<file path="config.mk">
export PLATFORM = sky130hd
export DESIGN_NAME = pipe_ctrl
export DESIGN_NICKNAME = d
export VERILOG_FILES = /design/src/rtl/pipe_ctrl.sv
export SDC_FILE = /design/constraint.sdc
export NUM_CORES = 1
export LEC_CHECK = 0
export ABC_AREA = 0
export CORE_ASPECT_RATIO = 0.6
export CORE_MARGIN = 5
export CORE_UTILIZATION = 36
export DETAILED_ROUTE_END_ITERATION = 12
export PLACE_DENSITY = 0.88
export SYNTH_ARGS = -nofsm -noshare
export SYNTH_HDL_FRONTEND = slang
export SYNTH_SLANG_ARGS = --single-unit
</file>
<file path="constraint.sdc">
create_clock -name clk -period 4.1 [get_ports clk]
set_input_delay 0.41 -clock clk [delete_from_list [all_inputs] [get_ports clk]]
set_output_delay 0.41 -clock clk [all_outputs]
set_load 0.01 [all_outputs]
</file>
<file path="src/rtl/pipe_ctrl.sv">
// ============================================================================
// pipe_ctrl -- hazard and sequencing controller for the F/D/E/W pipeline
//
// Drives the 2-bit update strobes of the three pipeline stage registers
// (01 = advance, 10 = flush to bubble, 00 = hold) and the PC enable.
// Multi-cycle execute instructions, load-use hazards, taken branch/jump
// redirects and stop/resume halts are sequenced by a three-state FSM
// (RUN, EXEC_WAIT, HALT) plus a down-counter for the extra execute cycles.
//
// Optional feature: define PIPE_CTRL_PERF_EN to build the 32-bit stall and
// flush performance counters. Without it both counter outputs are tied to 0
// and no counter flops exist.
//
// Parameters:
//   WAIT_W        width of the execute wait-time field
//
// Ports:
//   clk           clock, rising edge
//   rst           asynchronous active-high reset
//   d_rs, d_rt    decode sources: [5] register bank, [4:0] register index
//   de_rw         write class of the execute instruction (0 = no write,
//                 [1] = destination bank)
//   de_rd         destination index of the execute instruction
//   de_is_load    execute instruction is a memory load
//   de_wait_time  extra execute cycles needed by the execute instruction
//   de_stop       execute instruction is a stop
//   e_redirect    taken branch/jump resolves in execute this cycle
//   resume        single-cycle pulse that leaves HALT
//   fd_update     fetch/decode register control
//   de_update     decode/execute register control
//   ew_update     execute/writeback register control
//   pc_en         PC register may load its next value
//   halted        high while the FSM is in HALT
//   stall_cnt     cycles with pc_en low while not halted (perf build only)
//   flush_cnt     number of redirect flushes (perf build only)
// ============================================================================
module pipe_ctrl #(
    parameter int WAIT_W = 5
) (
    input  logic              clk,
    input  logic              rst,
    input  logic [5:0]        d_rs,
    input  logic [5:0]        d_rt,
    input  logic [1:0]        de_rw,
    input  logic [4:0]        de_rd,
    input  logic              de_is_load,
    input  logic [WAIT_W-1:0] de_wait_time,
    input  logic              de_stop,
    input  logic              e_redirect,
    input  logic              resume,
    output logic [1:0]        fd_update,
    output logic [1:0]        de_update,
    output logic [1:0]        ew_update,
    output logic              pc_en,
    output logic              halted,
    output logic [31:0]       stall_cnt,
    output logic [31:0]       flush_cnt
);

    localparam logic [1:0] UPD_HOLD  = 2'b00;
    localparam logic [1:0] UPD_ADV   = 2'b01;
    localparam logic [1:0] UPD_FLUSH = 2'b10;

    typedef enum logic [1:0] {
        S_RUN       = 2'd0,
        S_EXEC_WAIT = 2'd1,
        S_HALT      = 2'd2
    } state_t;

    state_t             state_q, state_d;
    logic [WAIT_W-1:0]  cnt_q, cnt_d;

    // Unmasked controls; the outputs force them to hold while rst is high.
    logic [1:0]         fd_upd_c, de_upd_c, ew_upd_c;
    logic               pc_en_c;

    logic               e_done;
    logic               hz_rs, hz_rt, load_use;

    // ------------------------------------------------------------------
    // Hazard detection. Conservative: register 0 is not excluded, so a
    // load targeting r0 still costs a bubble if decode reads r0.
    // ------------------------------------------------------------------
    always_comb begin
        hz_rs    = (de_rw[1] == d_rs[5]) && (de_rd == d_rs[4:0]);
        hz_rt    = (de_rw[1] == d_rt[5]) && (de_rd == d_rt[4:0]);
        load_use = de_is_load && (de_rw != 2'b00) && (hz_rs || hz_rt);
    end

    // The execute instruction finishes this cycle: either it needed no
    // extra cycles, or the wait counter has run out.
    always_comb begin
        e_done = ((state_q == S_RUN) && (de_wait_time == '0)) ||
                 ((state_q == S_EXEC_WAIT) && (cnt_q == '0));
    end

    // ------------------------------------------------------------------
    // Next-state and stage-control decision, first match wins.
    // ------------------------------------------------------------------
    always_comb begin
        state_d  = state_q;
        cnt_d    = cnt_q;
        fd_upd_c = UPD_HOLD;
        de_upd_c = UPD_HOLD;
        ew_upd_c = UPD_HOLD;
        pc_en_c  = 1'b0;

        if (state_q == S_HALT) begin
            // Everything frozen; the first advance comes one cycle after
            // the FSM is back in RUN.
            if (resume) begin
                state_d = S_RUN;
            end
        end else if ((state_q == S_RUN) && (de_wait_time != '0)) begin
            // First extra execute cycle: hold F/D/E, feed a bubble into W.
            // W extra cycles plus the completing cycle give W+1 in execute.
            ew_upd_c = UPD_FLUSH;
            state_d  = S_EXEC_WAIT;
            cnt_d    = de_wait_time - WAIT_W'(1);
        end else if ((state_q == S_EXEC_WAIT) && (cnt_q != '0)) begin
            ew_upd_c = UPD_FLUSH;
            cnt_d    = cnt_q - WAIT_W'(1);
        end else if (e_done && de_stop) begin
            // Let the stop retire, squash the younger instructions.
            ew_upd_c = UPD_ADV;
            de_upd_c = UPD_FLUSH;
            fd_upd_c = UPD_FLUSH;
            state_d  = S_HALT;
        end else if (e_done && e_redirect) begin
            // Two wrong-path instructions in F/D and D/E are squashed while
            // the PC loads the branch/jump target.
            ew_upd_c = UPD_ADV;
            de_upd_c = UPD_FLUSH;
            fd_upd_c = UPD_FLUSH;
            pc_en_c  = 1'b1;
            state_d  = S_RUN;
        end else if (e_done && load_use) begin
            // Keep the dependent instruction in decode for one cycle and
            // put a bubble behind the load.
            ew_upd_c = UPD_ADV;
            de_upd_c = UPD_FLUSH;
            fd_upd_c = UPD_HOLD;
            state_d  = S_RUN;
        end else begin
            ew_upd_c = UPD_ADV;
            de_upd_c = UPD_ADV;
            fd_upd_c = UPD_ADV;
            pc_en_c  = 1'b1;
            state_d  = S_RUN;
        end
    end

    always_ff @(posedge clk or posedge rst) begin
        if (rst) begin
            state_q <= S_RUN;
            cnt_q   <= '0;
        end else begin
            state_q <= state_d;
            cnt_q   <= cnt_d;
        end
    end

    // The stage registers sit in their own reset, so hold everything
    // (and keep the PC still) for as long as rst is asserted.
    assign fd_update = rst ? UPD_HOLD : fd_upd_c;
    assign de_update = rst ? UPD_HOLD : de_upd_c;
    assign ew_update = rst ? UPD_HOLD : ew_upd_c;
    assign pc_en     = rst ? 1'b0     : pc_en_c;
    assign halted    = (state_q == S_HALT);

`ifdef PIPE_CTRL_PERF_EN
    // ------------------------------------------------------------------
    // Performance counters, free-running and wrapping modulo 2^32.
    // A stall is any non-halted cycle where the PC does not move; a flush
    // event is the redirect case, the only one with pc_en high and F/D
    // being squashed.
    // ------------------------------------------------------------------
    logic        stall_evt, flush_evt;
    logic [31:0] stall_cnt_q, stall_cnt_d;
    logic [31:0] flush_cnt_q, flush_cnt_d;

    always_comb begin
        stall_evt   = !pc_en_c && (state_q != S_HALT);
        flush_evt   = pc_en_c && (fd_upd_c == UPD_FLUSH);
        stall_cnt_d = stall_cnt_q;
        flush_cnt_d = flush_cnt_q;
        if (stall_evt) begin
            stall_cnt_d = stall_cnt_q + 32'd1;
        end
        if (flush_evt) begin
            flush_cnt_d = flush_cnt_q + 32'd1;
        end
    end

    always_ff @(posedge clk or posedge rst) begin
        if (rst) begin
            stall_cnt_q <= '0;
            flush_cnt_q <= '0;
        end else begin
            stall_cnt_q <= stall_cnt_d;
            flush_cnt_q <= flush_cnt_d;
        end
    end

    assign stall_cnt = stall_cnt_q;
    assign flush_cnt = flush_cnt_q;
`else
    assign stall_cnt = '0;
    assign flush_cnt = '0;
`endif

endmodule

</file>
==> flow_summary.json <==
{
  "worstSetupPathType": "in2out",
  "cts.repair.resized": 0,
  "synth.most_common_cell": "buf_4",
  "power_mw": 0.562,
  "clock_sinks": 7,
  "cts_root_buf": "clkbuf_8",
  "arrival_ns": 2.96,
  "clock.fmax_ghz": 0.296,
  "grt_max_degree": 13,
  "worstHoldEndpoint": "cnt_q[1]",
  "timing.rr.end": "cnt_q[4]",
  "ir_worst_vdd_v": 0.000150,
  "syn_to_final_growth_pct": 16.9,
  "layout-drive-gt1-share": 0.0660,
  "cts_buffers": 3,
  "port_buffers": 37,
  "drtAntennaViolNets": 0,
  "ys_seq_elements": 7,
  "tns_ns": 0,
  "min_path_type": "reg2reg",
  "yosysWarnings": 0,
  "start_util": 0.380,
  "cp_top_family": "simple AND/OR/NAND/NOR gates",
  "die_area_um2": 4810,
  "synth_top_area_share": 0.388,
  "viasPerCell": 4.02,
  "setup_viol": 0,
  "drt_pass1_iterations": 4,
  "h-tree-depth": 1,
  "die_w_um": 86.3,
  "cts_tree": "done",
  "post_drt_wl_per_cell_um": 11.5,
  "power_leakage_nw": 0.698,
  "hpwl_um": 2450,
  "drv_slew": 0,
  "tightest_slew_ns": 0.656,
  "antennaDiodeCount": 0,
  "reg2reg_from": "state_q[0]",
  "async_flop_share": 1.00,
  "clk_latency_ns": 0.23,
  "gp_congestion": 0.982,
  "synth_area_leader_cell": "buf_4",
  "synth-edff-count": 0,
  "post_cts_buffers": 0,
  "synth_area_leaders": "buf_4 (39%), dfrtp_1 (14%), xor2_1 (9.1%)",
  "clkTransAtPathRegs_ns": 0.04,
  "reg2reg_slack_ns": 1.65,
  "finalCriticalPeriod_ns": 3.37,
  "first_iter_violations": 48,
  "status": "finished, final reports clean",
  "hold_viol": 0,
  "grt_pass1_vias": 864,
  "drc": 0,
  "cap_violations": 0,
  "netlist_top_cells_count": "buf_4 (65), xor2_1 (13), nor2_1 (10)",
  "clock_path_buffers": 2,
  "grt_use_total": 0.115,
  "dieHeight_um": 55.8,
  "synth.cell_area_um2": 1260,
  "slowest_delay_ns": 0.60,
  "power_density_nw_per_um2": 382,
  "cp_cell_sequence": "clkdlybuf4s50_1 > or3_4 > or3_4 > o21ai_0 > and2_1 > nor3b_1 > clkdlybuf4s50_1",
  "min-delay-start": "cnt_q[1]",
  "final_net_count": 229,
  "worstPathMaxFanout": 5,
  "routed_wl_um": 2790,
  "ys_types": 40,
  "grt_overflow_total": 0,
  "fill_cells": 344,
  "cp.required_ns": 3.69,
  "antenna_found_initial": 0,
  "critical_path_buf_inv_count": 2,
  "skew_ns": 0.00450,
  "relSlewSlack": 0.559,
  "rsz0062_at_grt": "false",
  "seq_area_frac_synth": 0.139,
  "grt_pass1_wl_um": 4330,
  "fin_crit_sh": 0.823,
  "num_vias": 974,
  "boundaryPins": 102,
  "syn_inst": 159,
  "crit_path_end_kind": "primary output",
  "worstRegToRegCells": 8,
  "core_area_um2": 3300,
  "cp_slowest_cell": "clkdlybuf4s50_1",
  "holdBufCountCts": 0,
  "std_cell_rows": 16,
  "syn_area_per_cell_um2": 7.90,
  "critPathLaunchType": "primary input",
  "synth_flop_cell": "dfrtp_1",
  "whs_path_depth": 2
}
per-layer routing:
metal | share of wire | track usage
met5 | 0 | 0
met4 | 0.0075 | 0.0267
met3 | 0.083 | 0.0488
met2 | 0.50 | 0.188
met1 | 0.41 | 0.140
through the flow:
step	worst slack, ns	hold slack (ns)	instances	instance area (um2)	utilization
after floorplan	1.41	0.218	222	1490	-
after global placement	0.759	0.499	238	1420	0.431
after detailed placement	0.661	0.509	238	1420	0.431
after CTS	0.756	0.518	242	1470	0.445
after global routing	0.637	0.545	242	1470	0.445
final	0.726	0.513	242	1470	0.445
cells in the final DEF, fill, tap and decap left out, drive strengths merged:
| master | Yosys | routed |
|---|---|---|
| nand3 | 2 | 2 |
| o41ai | 1 | 1 |
| clkinv | 0 | 1 |
| o32ai | 1 | 1 |
| nor3b | 1 | 1 |
| a21oi | 2 | 2 |
| ha | 1 | 1 |
| a21o | 2 | 2 |
| dfrtp | 7 | 7 |
| or3 | 3 | 3 |
| a22oi | 2 | 2 |
| nor2 | 11 | 11 |
| clkdlybuf4s50 | 0 | 37 |
| inv | 7 | 7 |
| nand2 | 6 | 6 |
| nor4 | 3 | 3 |
| a221o | 2 | 2 |
| a21boi | 1 | 1 |
| a311oi | 1 | 1 |
| o2111ai | 1 | 1 |
| clkbuf | 0 | 3 |
| and3 | 2 | 2 |
| mux2i | 2 | 2 |
| and2 | 2 | 2 |
| xnor2 | 1 | 1 |
| nor3 | 1 | 1 |
| or4b | 1 | 1 |
| xor2 | 13 | 13 |
| o21ai | 8 | 8 |
| buf | 67 | 1 |
| a211o | 1 | 1 |
| a22o | 1 | 1 |
| a21bo | 1 | 1 |
| a221oi | 1 | 1 |
| o31ai | 2 | 2 |
| o211ai | 1 | 1 |
| conb | 1 | 64 |
state kept, by name, summed over array words and instances, names as in the netlist:
signal	cells
cnt_q	5
state_q	2
worst min-delay path, cell delays in order, from the launching register on:
cell and delay [ns]:
dfrtp_1 0.36, nand2_1 0.05, o21ai_0 0.07
kinds of logic (layout without fill, tap and decap cells):
logic type               after synthesis  after routing  synth area share
flip-flops                             7              7             0.139
multiplexers                           2              2            0.0159
AO/OA/AOI/OAI                         28             28             0.170
buffers and inverters                 74             49             0.422
XOR/XNOR                              14             14            0.0976
AND/OR/NAND/NOR                       32             32             0.141
adder cells (fa/ha/maj)                1              1           0.00996
other                                  1             64           0.00299
layout make-up:
cell class	instances	area [um2]	share of cell area
multi-input cells	141	787	0.536
clock inverters	1	5.00	0.00341
repair buffers	38	378	0.257
inverters	7	26.3	0.0179
well taps	45	56.3	0.0383
flip-flops and latches	7	175	0.119
clock buffers	3	41.3	0.0281
worst max path at each step:
stage / startpoint / to / slack (ns) / cells after the start
6_report: de_wait_time[2] / fd_update[1] / 0.73 / 7
5_1_grt: de_wait_time[2] / fd_update[1] / 0.64 / 7
4_1_cts: de_wait_time[2] / fd_update[1] / 0.76 / 7
3_5_place_dp: de_wait_time[2] / cnt_q[4] / 0.66 / 9
3_3_place_gp: de_wait_time[2] / cnt_q[4] / 0.76 / 9
2_1_floorplan: de_wait_time[2] / cnt_q[4] / 1.41 / 8
power by group:
part           internal (mW)  total, mW  switching, mW
combinational          0.160      0.321          0.161
sequential             0.103      0.143         0.0400
clock                 0.0660     0.0983         0.0324
total                  0.328      0.562          0.233
Note: power is estimated with default switching activity, not from simulation.
